## src/rtl/capture_pkg.sv

```systemverilog
// Shared types and defaults for the logic-analyzer sample-capture controller.
package capture_pkg;

    typedef enum logic [2:0] {
        ST_IDLE      = 3'd0,
        ST_PREFILL   = 3'd1,
        ST_WAIT_TRIG = 3'd2,
        ST_POST      = 3'd3,
        ST_DONE      = 3'd4
    } cap_state_e;

    localparam int CAP_ADDR_W_DEF    = 10;
    localparam int CAP_TIMEOUT_W_DEF = 24;

    // States in which qualified samples are written to the RAM.
    function automatic logic is_armed_state(input cap_state_e s);
        return (s == ST_PREFILL) || (s == ST_WAIT_TRIG) || (s == ST_POST);
    endfunction

    function automatic logic is_triggered_state(input cap_state_e s);
        return (s == ST_POST) || (s == ST_DONE);
    endfunction

endpackage

```

## src/rtl/capture_timeout.sv

```systemverilog
// Auto-trigger timeout counter: counts qualified writes made while waiting for a trigger.
// Only instantiated when CAPTURE_TIMEOUT_EN is defined.
module capture_timeout
    import capture_pkg::*;
#(
    parameter int TIMEOUT_W = CAP_TIMEOUT_W_DEF
) (
    input  logic clk,
    input  logic resetn,
    input  logic clear,
    input  logic inc,
    output logic at_limit
);

    logic [TIMEOUT_W-1:0] cnt_q;
    logic [TIMEOUT_W-1:0] cnt_d;

    always_comb begin
        cnt_d = cnt_q;
        if (clear) begin
            cnt_d = '0;
        end else if (inc) begin
            cnt_d = cnt_q + 1'b1;
        end
    end

    always_ff @(posedge clk or negedge resetn) begin
        if (!resetn) begin
            cnt_q <= '0;
        end else begin
            cnt_q <= cnt_d;
        end
    end

    // All-ones means the current write is the 2**TIMEOUT_W-th one; the caller
    // only consults this on a qualified write, so no dependence on inc here.
    assign at_limit = (cnt_q == {TIMEOUT_W{1'b1}});

endmodule

```

## src/rtl/capture_ctrl.sv

```systemverilog
// Sample-capture controller: circular RAM writes, pre-trigger fill, post-trigger countdown.
// Optional auto-trigger timeout is built when CAPTURE_TIMEOUT_EN is defined.
module capture_ctrl
    import capture_pkg::*;
#(
    parameter int ADDR_W    = CAP_ADDR_W_DEF,
    parameter int TIMEOUT_W = CAP_TIMEOUT_W_DEF
) (
    input  logic              clk,
    input  logic              resetn,
    input  logic              arm,
    input  logic              abort,
    input  logic              sample_en,
    input  logic [7:0]        data_in,
    input  logic              trigger_detected,
    input  logic [ADDR_W-1:0] pre_count,
    input  logic [ADDR_W-1:0] post_count,
    output logic              mem_we,
    output logic [ADDR_W-1:0] mem_waddr,
    output logic [7:0]        mem_wdata,
    output logic              armed,
    output logic              triggered,
    output logic              done,
    output logic [ADDR_W-1:0] trig_addr,
    output logic [ADDR_W-1:0] start_addr,
    output logic              timed_out
);

    cap_state_e        state_q, state_d;
    logic              se_d1_q, se_d1_d;
    logic [7:0]        d_d1_q, d_d1_d;
    logic [ADDR_W-1:0] wr_ptr_q, wr_ptr_d;
    logic              wrapped_q, wrapped_d;
    logic [ADDR_W-1:0] pre_cnt_q, pre_cnt_d;
    logic [ADDR_W-1:0] post_cnt_q, post_cnt_d;
    logic [ADDR_W-1:0] trig_addr_q, trig_addr_d;
    logic              timed_out_q, timed_out_d;
    logic              mem_we_q, mem_we_d;
    logic [ADDR_W-1:0] mem_waddr_q, mem_waddr_d;
    logic [7:0]        mem_wdata_q, mem_wdata_d;
    logic              armed_q, armed_d;
    logic              triggered_q, triggered_d;
    logic              done_q, done_d;

    logic qual_wr;
    logic timeout_clear;
    logic timeout_inc;
    logic timeout_fire;

    assign qual_wr = se_d1_q && is_armed_state(state_q);

    always_comb begin
        state_d       = state_q;
        se_d1_d       = sample_en;
        d_d1_d        = data_in;
        wr_ptr_d      = wr_ptr_q;
        wrapped_d     = wrapped_q;
        pre_cnt_d     = pre_cnt_q;
        post_cnt_d    = post_cnt_q;
        trig_addr_d   = trig_addr_q;
        timed_out_d   = timed_out_q;
        mem_we_d      = 1'b0;
        mem_waddr_d   = mem_waddr_q;
        mem_wdata_d   = mem_wdata_q;
        timeout_clear = 1'b0;
        timeout_inc   = 1'b0;

        if (abort) begin
            // Capture results (trig_addr, wrapped, wr_ptr) are left for readout.
            state_d = ST_IDLE;
        end else if (arm) begin
            // Restart from any state; the sample qualified this cycle is dropped.
            wr_ptr_d    = '0;
            wrapped_d   = 1'b0;
            pre_cnt_d   = '0;
            post_cnt_d  = '0;
            trig_addr_d = '0;
            timed_out_d = 1'b0;
            if (pre_count == '0) begin
                state_d       = ST_WAIT_TRIG;
                timeout_clear = 1'b1;
            end else begin
                state_d = ST_PREFILL;
            end
        end else if (qual_wr) begin
            mem_we_d    = 1'b1;
            mem_waddr_d = wr_ptr_q;
            mem_wdata_d = d_d1_q;
            wr_ptr_d    = wr_ptr_q + 1'b1;
            if (wr_ptr_q == {ADDR_W{1'b1}}) begin
                wrapped_d = 1'b1;
            end

            case (state_q)
                ST_PREFILL: begin
                    pre_cnt_d = pre_cnt_q + 1'b1;
                    if (pre_cnt_q + 1'b1 == pre_count) begin
                        state_d       = ST_WAIT_TRIG;
                        timeout_clear = 1'b1;
                    end
                end
                ST_WAIT_TRIG: begin
                    timeout_inc = 1'b1;
                    if (trigger_detected || timeout_fire) begin
                        trig_addr_d = wr_ptr_q;
                        // A real trigger on the expiring write takes precedence.
                        timed_out_d = !trigger_detected;
                        if (post_count == '0) begin
                            state_d = ST_DONE;
                        end else begin
                            post_cnt_d = post_count;
                            state_d    = ST_POST;
                        end
                    end
                end
                ST_POST: begin
                    post_cnt_d = post_cnt_q - 1'b1;
                    if (post_cnt_q == {{(ADDR_W-1){1'b0}}, 1'b1}) begin
                        state_d = ST_DONE;
                    end
                end
                default: begin
                end
            endcase
        end
    end

    // Status flags are registered from the next state so they change with it.
    always_comb begin
        armed_d     = is_armed_state(state_d);
        triggered_d = is_triggered_state(state_d);
        done_d      = (state_d == ST_DONE);
    end

    always_ff @(posedge clk or negedge resetn) begin
        if (!resetn) begin
            state_q     <= ST_IDLE;
            se_d1_q     <= 1'b0;
            d_d1_q      <= '0;
            wr_ptr_q    <= '0;
            wrapped_q   <= 1'b0;
            pre_cnt_q   <= '0;
            post_cnt_q  <= '0;
            trig_addr_q <= '0;
            timed_out_q <= 1'b0;
            mem_we_q    <= 1'b0;
            mem_waddr_q <= '0;
            mem_wdata_q <= '0;
            armed_q     <= 1'b0;
            triggered_q <= 1'b0;
            done_q      <= 1'b0;
        end else begin
            state_q     <= state_d;
            se_d1_q     <= se_d1_d;
            d_d1_q      <= d_d1_d;
            wr_ptr_q    <= wr_ptr_d;
            wrapped_q   <= wrapped_d;
            pre_cnt_q   <= pre_cnt_d;
            post_cnt_q  <= post_cnt_d;
            trig_addr_q <= trig_addr_d;
            timed_out_q <= timed_out_d;
            mem_we_q    <= mem_we_d;
            mem_waddr_q <= mem_waddr_d;
            mem_wdata_q <= mem_wdata_d;
            armed_q     <= armed_d;
            triggered_q <= triggered_d;
            done_q      <= done_d;
        end
    end

`ifdef CAPTURE_TIMEOUT_EN
    logic timeout_at_limit;

    capture_timeout #(
        .TIMEOUT_W (TIMEOUT_W)
    ) u_timeout (
        .clk      (clk),
        .resetn   (resetn),
        .clear    (timeout_clear),
        .inc      (timeout_inc),
        .at_limit (timeout_at_limit)
    );

    assign timeout_fire = timeout_at_limit;
`else
    // No timeout: WAIT_TRIG waits forever and timed_out stays 0.
    logic unused_timeout_cfg;
    assign unused_timeout_cfg = (^{TIMEOUT_W{1'b0}}) ^ timeout_clear ^ timeout_inc;
    assign timeout_fire       = 1'b0;
`endif

    assign mem_we     = mem_we_q;
    assign mem_waddr  = mem_waddr_q;
    assign mem_wdata  = mem_wdata_q;
    assign armed      = armed_q;
    assign triggered  = triggered_q;
    assign done       = done_q;
    assign trig_addr  = trig_addr_q;
    assign start_addr = wrapped_q ? wr_ptr_q : '0;
    assign timed_out  = timed_out_q;

endmodule

```

## config.mk

```make
export PLATFORM = sky130hd
export DESIGN_NAME = capture_ctrl
export DESIGN_NICKNAME = d
export VERILOG_FILES = /design/src/rtl/capture_pkg.sv /design/src/rtl/capture_timeout.sv /design/src/rtl/capture_ctrl.sv
export SDC_FILE = /design/constraint.sdc
export NUM_CORES = 1
export LEC_CHECK = 0
export CAP_MARGIN = 20
export CORE_ASPECT_RATIO = 1.25
export CORE_MARGIN = 4
export CORE_UTILIZATION = 47
export DETAILED_ROUTE_END_ITERATION = 12
export HOLD_SLACK_MARGIN = 0.12
export PLACE_DENSITY = 0.77
export SLEW_MARGIN = 0
export SYNTH_ARGS = -nofsm -noshare
export SYNTH_HDL_FRONTEND = slang
export SYNTH_HIERARCHICAL = 1
export SYNTH_SLANG_ARGS = --single-unit
```

## constraint.sdc

```tcl
create_clock -name clk -period 2.3 [get_ports clk]
set_input_delay 0.23 -clock clk [delete_from_list [all_inputs] [get_ports clk]]
set_output_delay 0.23 -clock clk [all_outputs]
set_load 0.05 [all_outputs]
```

==> impl_metrics.csv <==
group,metric,value,unit
route,routed_via_density,5.738,
final_layout,multi_input_area,1906,um2
worst_setup_path,critPathTopFamily,"compound AO/OA/AOI/OAI gates",
yosys,seq_area_frac_synth,0.4875,
route,vias,3265,
yosys,synth_area_leaders,"dfrtp_1 (49%), mux2_2 (5.8%), o21ai_0 (4.6%)",
yosys,synth_flop_cell,"dfrtp_1",
worst_setup_path,critPathLaunch,"pre_cnt_q[0]",
worst_setup_path,cp_data_arrival_time,2.46,ns
worst_setup_path,slowest_stage,"a2111o_1",
global_route,antenna_found_initial,0,
yosys,synth_top_area_cell,"dfrtp_1",
sta,finalSetupViolCount,0,
route,drtAntennaViolNets,0,
die,rows,36,
worst_setup_path,rr_startpoint,"pre_cnt_q[0]",
sta,fin_skew,0.01376,ns
route,first_pass_iters,4,
sta,min_period,2.197,ns
final_layout,drive_above_1_share,0.1730,
final_layout,final_area,5130,um2
worst_setup_path,critPathLaunchType,"flip-flop",
worst_setup_path,cp.depth,7,
worst_setup_path,timing.rr.end,"armed",
yosys,synth_area_per_cell,10.32,um2
run,maxCapViolCount,0,
final_layout,fin_cells,569,
cts,cts_buffers,9,
final_layout,fillCellCount,638,
route,drt_iter0_drc,202,
placement,portBuffers,76,
yosys,synthesis.area,3901,um2
route,route.detailed.drc,0,
cts,root_buffer,"clkbuf_8",
sta,fmax,0.4551,GHz
power,power.total,3.240,mW
hold_path,hp-class,"primary input to flip-flop",
final_layout,seq_area,1904,um2
global_route,grt_start_max_net_pins,41,
worst_setup_path,r2r_slack,0.10,ns
final_layout,final_net_count,508,
die,die_area,9831,um2
yosys,synth_seq_cells,76,
cts,insertion_delay,0.34,ns
cts,cts_sinks,76,
cts,cts_setup_buffers,0,
sta,setup_tns,0,ns
cts,cts_tree,"done",
route,routed_wl,9414,um
cts,clk_path_buf_depth,2,
worst_setup_path,endpoint_kind,"flip-flop",
worst_setup_path,critical_path_class,"flip-flop to flip-flop",
route,wl_per_cell,16.54,um
final_layout,area_delta_synth_final,31.49,%
worst_setup_path,reg2regPathDepth,7,
sta,finalWorstSetupSlack,0.1028,ns
yosys,yosysWarnings,6,
yosys,syn_inst,378,
yosys,syn_nets,416,
power,leakagePower,2.204,nW
die,start_util,0.4921,
die,die_w,89.49,um
global_route,grt_pass1_wl,15350,um
worst_setup_path,path_cells,"ha_4, a21o_1, a311oi_2, a31oi_1, a2111o_1, or3_4, a31oi_1",
worst_setup_path,crit_end,"armed",
cts,htree_num_levels,3,
yosys,yosysTopAreaCellShare,0.4875,
final_layout,antennaDiodeCount,0,
worst_setup_path,required,2.56,ns
yosys,ys_top_cells_by_count,"dfrtp_1 (76), o21ai_0 (36), nor2_1 (31)",
placement,placed_cell_area,4871,um2
worst_setup_path,crit_top_cell,"a31oi_1",
placement,place_inst,553,
sta,worst_pin_slew,0.6460,ns
route,met2_length,4995,um
die,die_y,109.9,um
sta,slew_headroom,0.5664,
worst_setup_path,crit_fanout,5,
global_route,grt_use_total,0.1991,
placement,place_congestion,0.9142,
die,pin_count,77,
global_route,grt_pass1_vias,3334,
route,met1_length,3900,um
placement,pre_cts_ws,-0.1041,ns
route,wl_met3,351,um
placement,post-dp-hpwl,6995,um
yosys,synth_edf_count,0,
power,power_density,631.5,nW/um2
global_route,gr-total-overflow,0,
yosys,synth.most_common_cell,"dfrtp_1",
sta,drv_slew,0,
sta,fin_crit_sh,0.9553,
yosys,synth.distinct_cells,69,
worst_setup_path,cpPeakStageDelay,0.44,ns
sta,hold_viol_final,0,
cts,clk_pin_slew_worst_paths,0.08,ns
die,coreArea,7928,um2
yosys,async_flop_share,1.000,
status,status,"finished, final reports clean",
route,top_layer,"met4",
worst_setup_path,crit_buf_inv,0,
power,ir_drop,0.6069,mV
==> logic make-up after synthesis <==
kind of cell	synth area share
buffers and inverters	0.03945
multiplexers	0.06286
XOR/XNOR	0.03785
AND/OR/NAND/NOR	0.1950
AO/OA/AOI/OAI	0.1645
flip-flops	0.4875
adder cells (fa/ha/maj)	0.01283
==> registers in the layout, indices dropped and copies added, names as in the netlist <==
name	flops
armed	1
d_d1_q	8
done	1
mem_waddr	10
mem_wdata	8
mem_we	1
post_cnt_q	10
pre_cnt_q	10
se_d1_q	1
state_q	3
timed_out	1
trig_addr	10
triggered	1
wr_ptr_q	10
wrapped_q	1
==> layout by cell type (no fill, tap or decap), types with 4 or more instances in the layout <==
master | Yosys | final
a22o_1 | 11 | 11
dfrtp_1 | 76 | 74
buf_4 | 3 | 24
o31ai_1 | 4 | 4
and3_1 | 6 | 6
nor3_1 | 6 | 5
nor2_1 | 31 | 31
o21ai_0 | 36 | 36
clkbuf_8 | 0 | 9
nand2b_1 | 4 | 4
clkdlybuf4s50_1 | 0 | 75
nand2_1 | 23 | 23
a31oi_1 | 4 | 4
nand3_1 | 5 | 5
nand4_1 | 6 | 6
a21oi_1 | 15 | 15
nor4_1 | 7 | 7
xor2_1 | 7 | 7
mux2_2 | 20 | 20
and2_1 | 12 | 12
xnor2_1 | 8 | 8
or3_1 | 5 | 4
inv_1 | 8 | 8
==> worst min path at each step <==
stage | startpoint | to | slack [ns] | cells past startpoint
6_report | data_in[6] | d_d1_q[6] | 0.33 | 1
5_1_grt | data_in[6] | d_d1_q[6] | 0.31 | 1
4_1_cts | data_in[6] | d_d1_q[6] | 0.31 | 1
3_5_place_dp | resetn | pre_cnt_q[7] | 0.22 | 1
3_3_place_gp | resetn | pre_cnt_q[7] | 0.22 | 1
2_1_floorplan | resetn | armed | -0.07 | 0
==> layout make-up <==
| class | count | area share |
|---|---|---|
| repair buffers | 103 | 0.1917 |
| clock inverters | 6 | 0.01244 |
| inverters | 8 | 0.005854 |
| clock buffers | 9 | 0.02415 |
| flip-flops and latches | 76 | 0.3712 |
| well taps | 95 | 0.02317 |
| multi-input cells | 272 | 0.3715 |
==> metrics by stage <==
stage,hold WS (ns),util
global placement,0.2198,0.6144
finish,0.3251,0.6471
detailed placement,0.2215,0.6144
CTS,0.3103,0.6411
global route,0.3118,0.6471
floorplan,-0.06559,-
==> layer usage <==
layer  GRT usage  up-vias
met1      0.2451     1601
met3     0.02774       19
met4     0.07872        0
met5           0        -
li1            -     1567
met2      0.3472       78
==> timing repair <==
action                                  CTS  global route
hold buffers                              1             0
pin swaps                                 1             1
gates resized for setup                   2            10
hold endpoints to repair                 36             0
endpoints found under the setup margin    2             4
==> where the power goes <==
group / switching, mW / internal, mW / total, mW
registers: 0.0758 / 1.43 / 1.51
logic: 0.446 / 0.312 / 0.758
clock network: 0.477 / 0.495 / 0.972
total: 0.999 / 2.24 / 3.24
(Power assumes the default switching activity.)
